[src/rtl/ps2_pkg.sv]
// Shared constants for the PS/2 receiver: FSM encoding, frame layout,
// default generics and the odd-parity helper.
package ps2_pkg;

  // FSM state encoding
  localparam logic [1:0] ST_IDLE = 2'd0;
  localparam logic [1:0] ST_DATA = 2'd1;
  localparam logic [1:0] ST_PAR  = 2'd2;
  localparam logic [1:0] ST_STOP = 2'd3;

  // Frame layout
  localparam int   DATA_BITS = 8;
  localparam logic START_LVL = 1'b0;
  localparam logic STOP_LVL  = 1'b1;

  // Default generics
  localparam int FRQ_DEF = 24000000;
  localparam int FLT_DEF = 8;
  localparam int TMO_DEF = FRQ_DEF / 5000;
  localparam int TMO_W   = $clog2(TMO_DEF);

  // Odd parity holds when data bits plus parity bit contain an odd number of ones
  function automatic logic odd_par_ok(input logic [7:0] d, input logic p);
    return ^{d, p};
  endfunction

endpackage

[src/rtl/ps2_line_filter.sv]
// Two-flop synchroniser followed by a FLT-sample glitch filter. The filtered
// line only flips after FLT consecutive synchronised samples disagree with it.
module ps2_line_filter
  import ps2_pkg::*;
#(
  parameter int FLT = FLT_DEF
) (
  input  logic clk,
  input  logic rst,
  input  logic pin_i,
  output logic line_o
);

  localparam int CW = $clog2(FLT + 1);

  logic          s1_q, s2_q;
  logic          line_q, line_d;
  logic [CW-1:0] cnt_q, cnt_d;

  // Count consecutive samples that differ from the filtered level
  always_comb begin
    line_d = line_q;
    cnt_d  = '0;
    if (s2_q != line_q) begin
      if (cnt_q == CW'(FLT - 1)) begin
        line_d = s2_q;
      end else begin
        cnt_d = cnt_q + CW'(1);
      end
    end
  end

  // Synchroniser and filter state; idle bus level is 1
  always_ff @(posedge clk) begin
    if (rst) begin
      s1_q   <= 1'b1;
      s2_q   <= 1'b1;
      line_q <= 1'b1;
      cnt_q  <= '0;
    end else begin
      s1_q   <= pin_i;
      s2_q   <= s1_q;
      line_q <= line_d;
      cnt_q  <= cnt_d;
    end
  end

  assign line_o = line_q;

endmodule

[src/rtl/ps2_rx.sv]
// PS/2 device-to-host receiver: filters the pins, deframes 11-bit frames
// and hands good bytes to a one-entry valid/ready buffer.
module ps2_rx
  import ps2_pkg::*;
#(
  parameter int FRQ = FRQ_DEF,
  parameter int FLT = FLT_DEF,
  parameter int TMO = FRQ / 5000
) (
  input  logic       clk,
  input  logic       rst,
  input  logic       ps2_clk_i,
  input  logic       ps2_dat_i,
  output logic [7:0] rx_dat,
  output logic       rx_vld,
  input  logic       rx_rdy,
  output logic       err_par,
  output logic       err_frm,
  output logic       err_ovr
);

  localparam int TW = (TMO == TMO_DEF) ? TMO_W : $clog2(TMO);

  logic          clk_f, dat_f, clk_prev_q, fall;
  logic [1:0]    state_q, state_d;
  logic [2:0]    bit_q, bit_d;
  logic [TW-1:0] tmo_q, tmo_d;
  logic [7:0]    sh_q, sh_d;
  logic          pok_q, pok_d;
  logic [7:0]    dat_q, dat_d;
  logic          vld_q, vld_d;
  logic          epar_q, epar_d, efrm_q, efrm_d, eovr_q, eovr_d;
  logic          deliver;

  ps2_line_filter #(.FLT(FLT)) u_clk_flt (
    .clk    (clk),
    .rst    (rst),
    .pin_i  (ps2_clk_i),
    .line_o (clk_f)
  );

  ps2_line_filter #(.FLT(FLT)) u_dat_flt (
    .clk    (clk),
    .rst    (rst),
    .pin_i  (ps2_dat_i),
    .line_o (dat_f)
  );

  assign fall = clk_prev_q & ~clk_f;

  // Frame FSM, timeout supervision and buffer next-state
  always_comb begin
    state_d = state_q;
    bit_d   = bit_q;
    tmo_d   = tmo_q;
    sh_d    = sh_q;
    pok_d   = pok_q;
    dat_d   = dat_q;
    vld_d   = vld_q;
    epar_d  = 1'b0;
    efrm_d  = 1'b0;
    eovr_d  = 1'b0;
    deliver = 1'b0;

    if (vld_q && rx_rdy) vld_d = 1'b0;

    case (state_q)
      ST_IDLE: begin
        if (fall && dat_f == START_LVL) begin
          state_d = ST_DATA;
          bit_d   = '0;
          tmo_d   = '0;
        end
      end
      default: begin
        if (fall) begin
          tmo_d = '0;
          case (state_q)
            ST_DATA: begin
              sh_d  = {dat_f, sh_q[7:1]};
              bit_d = bit_q + 3'd1;
              if (bit_q == 3'(DATA_BITS - 1)) state_d = ST_PAR;
            end
            ST_PAR: begin
              pok_d   = odd_par_ok(sh_q, dat_f);
              state_d = ST_STOP;
            end
            default: begin
              if (dat_f != STOP_LVL)  efrm_d  = 1'b1;
              else if (!pok_q)        epar_d  = 1'b1;
              else                    deliver = 1'b1;
              state_d = ST_IDLE;
            end
          endcase
        end else if (tmo_q == TW'(TMO - 1)) begin
          efrm_d  = 1'b1;
          state_d = ST_IDLE;
        end else begin
          tmo_d = tmo_q + TW'(1);
        end
      end
    endcase

    // A byte loads when the buffer is empty or being drained this cycle
    if (deliver) begin
      if (!vld_q || rx_rdy) begin
        dat_d = sh_q;
        vld_d = 1'b1;
      end else begin
        eovr_d = 1'b1;
      end
    end
  end

  // Control state, buffer and error pulses
  always_ff @(posedge clk) begin
    if (rst) begin
      clk_prev_q <= 1'b1;
      state_q    <= ST_IDLE;
      bit_q      <= '0;
      tmo_q      <= '0;
      dat_q      <= '0;
      vld_q      <= 1'b0;
      epar_q     <= 1'b0;
      efrm_q     <= 1'b0;
      eovr_q     <= 1'b0;
    end else begin
      clk_prev_q <= clk_f;
      state_q    <= state_d;
      bit_q      <= bit_d;
      tmo_q      <= tmo_d;
      dat_q      <= dat_d;
      vld_q      <= vld_d;
      epar_q     <= epar_d;
      efrm_q     <= efrm_d;
      eovr_q     <= eovr_d;
    end
  end

  // Shift register and parity flag carry no reset; they are rewritten every frame
  always_ff @(posedge clk) begin
    sh_q  <= sh_d;
    pok_q <= pok_d;
  end

  assign rx_dat  = dat_q;
  assign rx_vld  = vld_q;
  assign err_par = epar_q;
  assign err_frm = efrm_q;
  assign err_ovr = eovr_q;

endmodule
[config.mk]
export PLATFORM = sky130hd
export DESIGN_NAME = ps2_rx
export DESIGN_NICKNAME = d
export VERILOG_FILES = /design/src/rtl/ps2_pkg.sv /design/src/rtl/ps2_line_filter.sv /design/src/rtl/ps2_rx.sv
export SDC_FILE = /design/constraint.sdc
export NUM_CORES = 1
export LEC_CHECK = 0
export ABC_AREA = 1
export CORE_MARGIN = 5
export CORE_UTILIZATION = 60
export CTS_BUF_LIST = sky130_fd_sc_hd__clkbuf_4
export CTS_CLUSTER_DIAMETER = 60
export DETAILED_ROUTE_END_ITERATION = 10
export DONT_BUFFER_PORTS = 1
export PLACE_DENSITY = 0.76
export REMOVE_ABC_BUFFERS = 1
export SYNTH_ARGS = -nofsm -noshare
export SYNTH_HDL_FRONTEND = slang
export SYNTH_SLANG_ARGS = --single-unit
[constraint.sdc]
create_clock -name clk -period 2.3 [get_ports clk]
set_input_delay 0 -clock clk [delete_from_list [all_inputs] [get_ports clk]]
set_output_delay 0 -clock clk [all_outputs]
set_load 0.02 [all_outputs]
==> flow_metrics.py <==
metrics = {
    "status": {
        "outcome": "completed",
    },
    "synth": {
        "syn_area_sq_um": 2500,
        "ys_types": 32,
        "seq_area_frac_synth": 0.469,
        "synth.most_common_cell": "nand2_1",
        "synth_common_cells": "62 x nand2_1, 45 x dfxtp_1, 39 x inv_1, 34 x nor2_1, 23 x nand3_1",
        "async_flop_share": 0,
        "synth_warnings": 0,
        "synth_edf_count": 9,
        "syn_avg_cell_area_sq_um": 8.03,
        "synth_area_leader_cell": "dfxtp_1",
        "yosys_most_used_dff": "dfxtp_1",
        "netlist.area_leader.share": 0.361,
        "ys_ff_latch": 54,
        "synthTopCellsByArea": "dfxtp_1 36%, edfxtp_1 11%, nand2_1 9.3%",
        "synth_cells": 311,
    },
    "clock_network": {
        "clock-root-buffer": "clkbuf_4",
        "cts.clk_slew.worst_paths_ns": 0.15,
        "cts_inserted_buffers": 5,
        "clock_path_buffers": 2,
        "clkLatencyLatePin_ns": 0.38,
        "cts_max_level": 2,
        "cts_tree": "done",
        "cts.repair.resized": 0,
        "clock_sinks": 54,
    },
    "setup_path": {
        "crit_type": "reg -> reg",
        "reg2reg_depth": 7,
        "worstPathCellList": "inv_1 -> ha_1 -> nor2_1 -> nand2_1 -> inv_1 -> o21ai_0 -> a21oi_1",
        "timing.critical_path.to": "bit_q[0]$_SDFFE_PP0P_",
        "worst_path_most_repeated_cell": "inv_1",
        "rr_startpoint": "state_q[0]$_SDFFE_PP0P_",
        "endpoint_kind": "flop",
        "crit_family": "simple AND/OR/NAND/NOR gates",
        "crit_cells": 7,
        "startpoint": "state_q[0]$_SDFFE_PP0P_",
        "worst-path-max-fanout": 11,
        "reg2reg_to": "bit_q[0]$_SDFFE_PP0P_",
        "required_ns": 2.62,
        "cp-start-kind": "flop",
        "max_stage_delay_ns": 0.40,
        "slowest_stage": "dfxtp_1",
        "rrSetupSlack_ns": 0.40,
        "critical_path_buf_inv_count": 2,
        "crit_arrival_ns": 2.23,
    },
    "global_route": {
        "antenna_found_initial": 0,
        "grt_pass1_wl_mm": 7.76,
        "grt_use_total": 0.180,
        "grt_max_degree": 22,
        "gr-total-overflow": 0,
        "grt_pass1_vias": 1768,
    },
    "floorplan": {
        "die_area_sq_um": 5550,
        "rows": 23,
        "initial_core_util": 0.620,
        "coreArea_sq_um": 4030,
        "num_io_pins": 17,
        "fp.dieH_um": 74.5,
        "die_w_um": 74.5,
    },
    "timing": {
        "fin_ws_ns": 0.399,
        "fin_crit_ns": 1.90,
        "clock_skew_ns": 0.0177,
        "fmax_mhz": 526,
        "fin_crit_sh": 0.827,
        "finalSetupTns_ns": 0,
        "timing.hold.ws_ns": 0.0731,
        "timing.slew.headroom": 0.442,
        "rsz0062_at_grt": "no",
        "maxSlewViolCount": 0,
        "worst_slew_pin_slew_ns": 0.835,
        "finalHoldViolations": 0,
        "setup_violations": 0,
    },
    "finish": {
        "layout.nets": 331,
        "areaGrowthSynthToFinish_pct": 6.11,
        "layout-drive-gt1-share": 0.0915,
        "diodes": 0,
    },
    "power": {
        "power.density_nw_per_um2": 575,
        "ir_worst_vdd_mv": 0.390,
        "p_leak_nw": 1.11,
        "p_int_mw": 1.20,
        "p_sw_uw": 320,
        "comb_power_share": 0.018,
        "seq_power_share": 0.633,
        "sw_frac_of_total": 0.210,
        "clkPwrFrac": 0.349,
    },
    "worst_hold_path": {
        "hp-class": "in -> reg",
        "hold_start": "rst",
    },
    "route": {
        "vias": 1905,
        "drt_iter0_drc": 125,
        "drtPass1Iterations": 4,
        "routedWlPerCell_um": 12.4,
        "drc": 0,
        "drt-total-wl_mm": 4.53,
        "routed_via_density": 5.19,
        "detail-route-antenna-nets": 0,
    },
    "placed_design": {
        "gp_congestion": 0.836,
        "preCtsSetupSlack_ns": 0.423,
        "numPortBuffers": 0,
        "detailedPlacementHpwl_mm": 3.11,
    },
    "flow_run": {
        "max-cap-violations": 0,
    },
}
## worst min-delay path by stage
stage,endpoint,cells after the start
final,clk_prev_q$_SDFF_PP1_,2
after floorplan,tmo_q[11]$_SDFFE_PP0P_,1
after detailed placement,tmo_q[4]$_SDFFE_PP0P_,1
after CTS,clk_prev_q$_SDFF_PP1_,2
after global routing,clk_prev_q$_SDFF_PP1_,2
after global placement,tmo_q[4]$_SDFFE_PP0P_,1
## worst reg2reg max path: cells and delay by family, from the launching register on
family	cells	cell delay [ns]
AO/OA/AOI/OAI	2	0.28
adder cells (fa/ha/maj)	1	0.31
buffers and inverters	2	0.42
flip-flops	1	0.40
AND/OR/NAND/NOR	2	0.43
## layout by cell type, fill, tap and decap left out, types with 2 or more instances in the layout
cell and instances:
a21oi_1 22, a21oi_2 3, clkbuf_4 5, dfxtp_1 45, dlygate4sd3_1 4, edfxtp_1 9
ha_1 10, inv_1 39, inv_2 2, nand2_1 62, nand2_2 2, nand3_1 23
nand3_2 2, nand4_1 7, nor2_1 34, nor2_2 2, nor3_1 5, nor3b_1 2
o211ai_1 2, o21ai_0 13, o221ai_1 2, or2_2 6, xnor2_1 4, xor2_1 3
## per-stage QoR
step,instance area (sq um),utilization,total power [mW],cells
after floorplan,2470,-,0.996,305
after global placement,2530,0.628,1.00,355
after detailed placement,2530,0.628,1.00,355
after CTS,2650,0.658,1.54,367
after global routing,2650,0.658,1.58,367
final,2650,0.658,1.52,367
## cell families after synthesis
group                    count (synthesis)  synth area share
AO/OA/AOI/OAI                           44             0.103
AND/OR/NAND/NOR                        149             0.279
adder cells (fa/ha/maj)                 10            0.0501
buffers and inverters                   47            0.0741
flip-flops                              54             0.469
XOR/XNOR                                 7            0.0245
## timing repair
| item | 4_1_cts | 5_1_grt |
|---|---|---|
| hold buffers | 4 | 0 |
| setup buffers | 0 | 0 |
| endpoints found under the hold margin | 24 | 0 |
## power groups by stage
stage	Sequential (mW)	Combinational, mW	Clock, mW
2_1_floorplan	0.984	0.0124	0
3_3_place_gp	0.984	0.0155	0
3_5_place_dp	0.984	0.0161	0
4_1_cts	0.964	0.0270	0.553
5_1_grt	0.965	0.0304	0.588
6_report	0.964	0.0274	0.532
## layer usage
metal | track usage | part of all wire | vias to the layer above
met1 | 0.255 | 0.51 | 839
met5 | 0 | 0 | -
met4 | 0.0632 | 0.013 | 0
met3 | 0.0459 | 0.060 | 7
li1 | - | - | 1020
met2 | 0.266 | 0.41 | 39
## area by class of cell
cell class,count,area [sq um]
clock buffers,5,37.5
clock inverters,3,43.8
fillers,346,1380
inverters,41,154
multi-input cells,210,1140
flip-flops and latches,54,1170
well taps,50,62.6
repair buffers,4,40.0
## state kept, by name (all words and copies together) (netlist names), 2 cells and up
signal / count
tmo_q: 13
rx_dat: 8
sh_q: 8
u_clk_flt.cnt_q: 4
u_dat_flt.cnt_q: 4
bit_q: 3
state_q: 2
No activity file was read; power rests on OpenSTA's default activity.
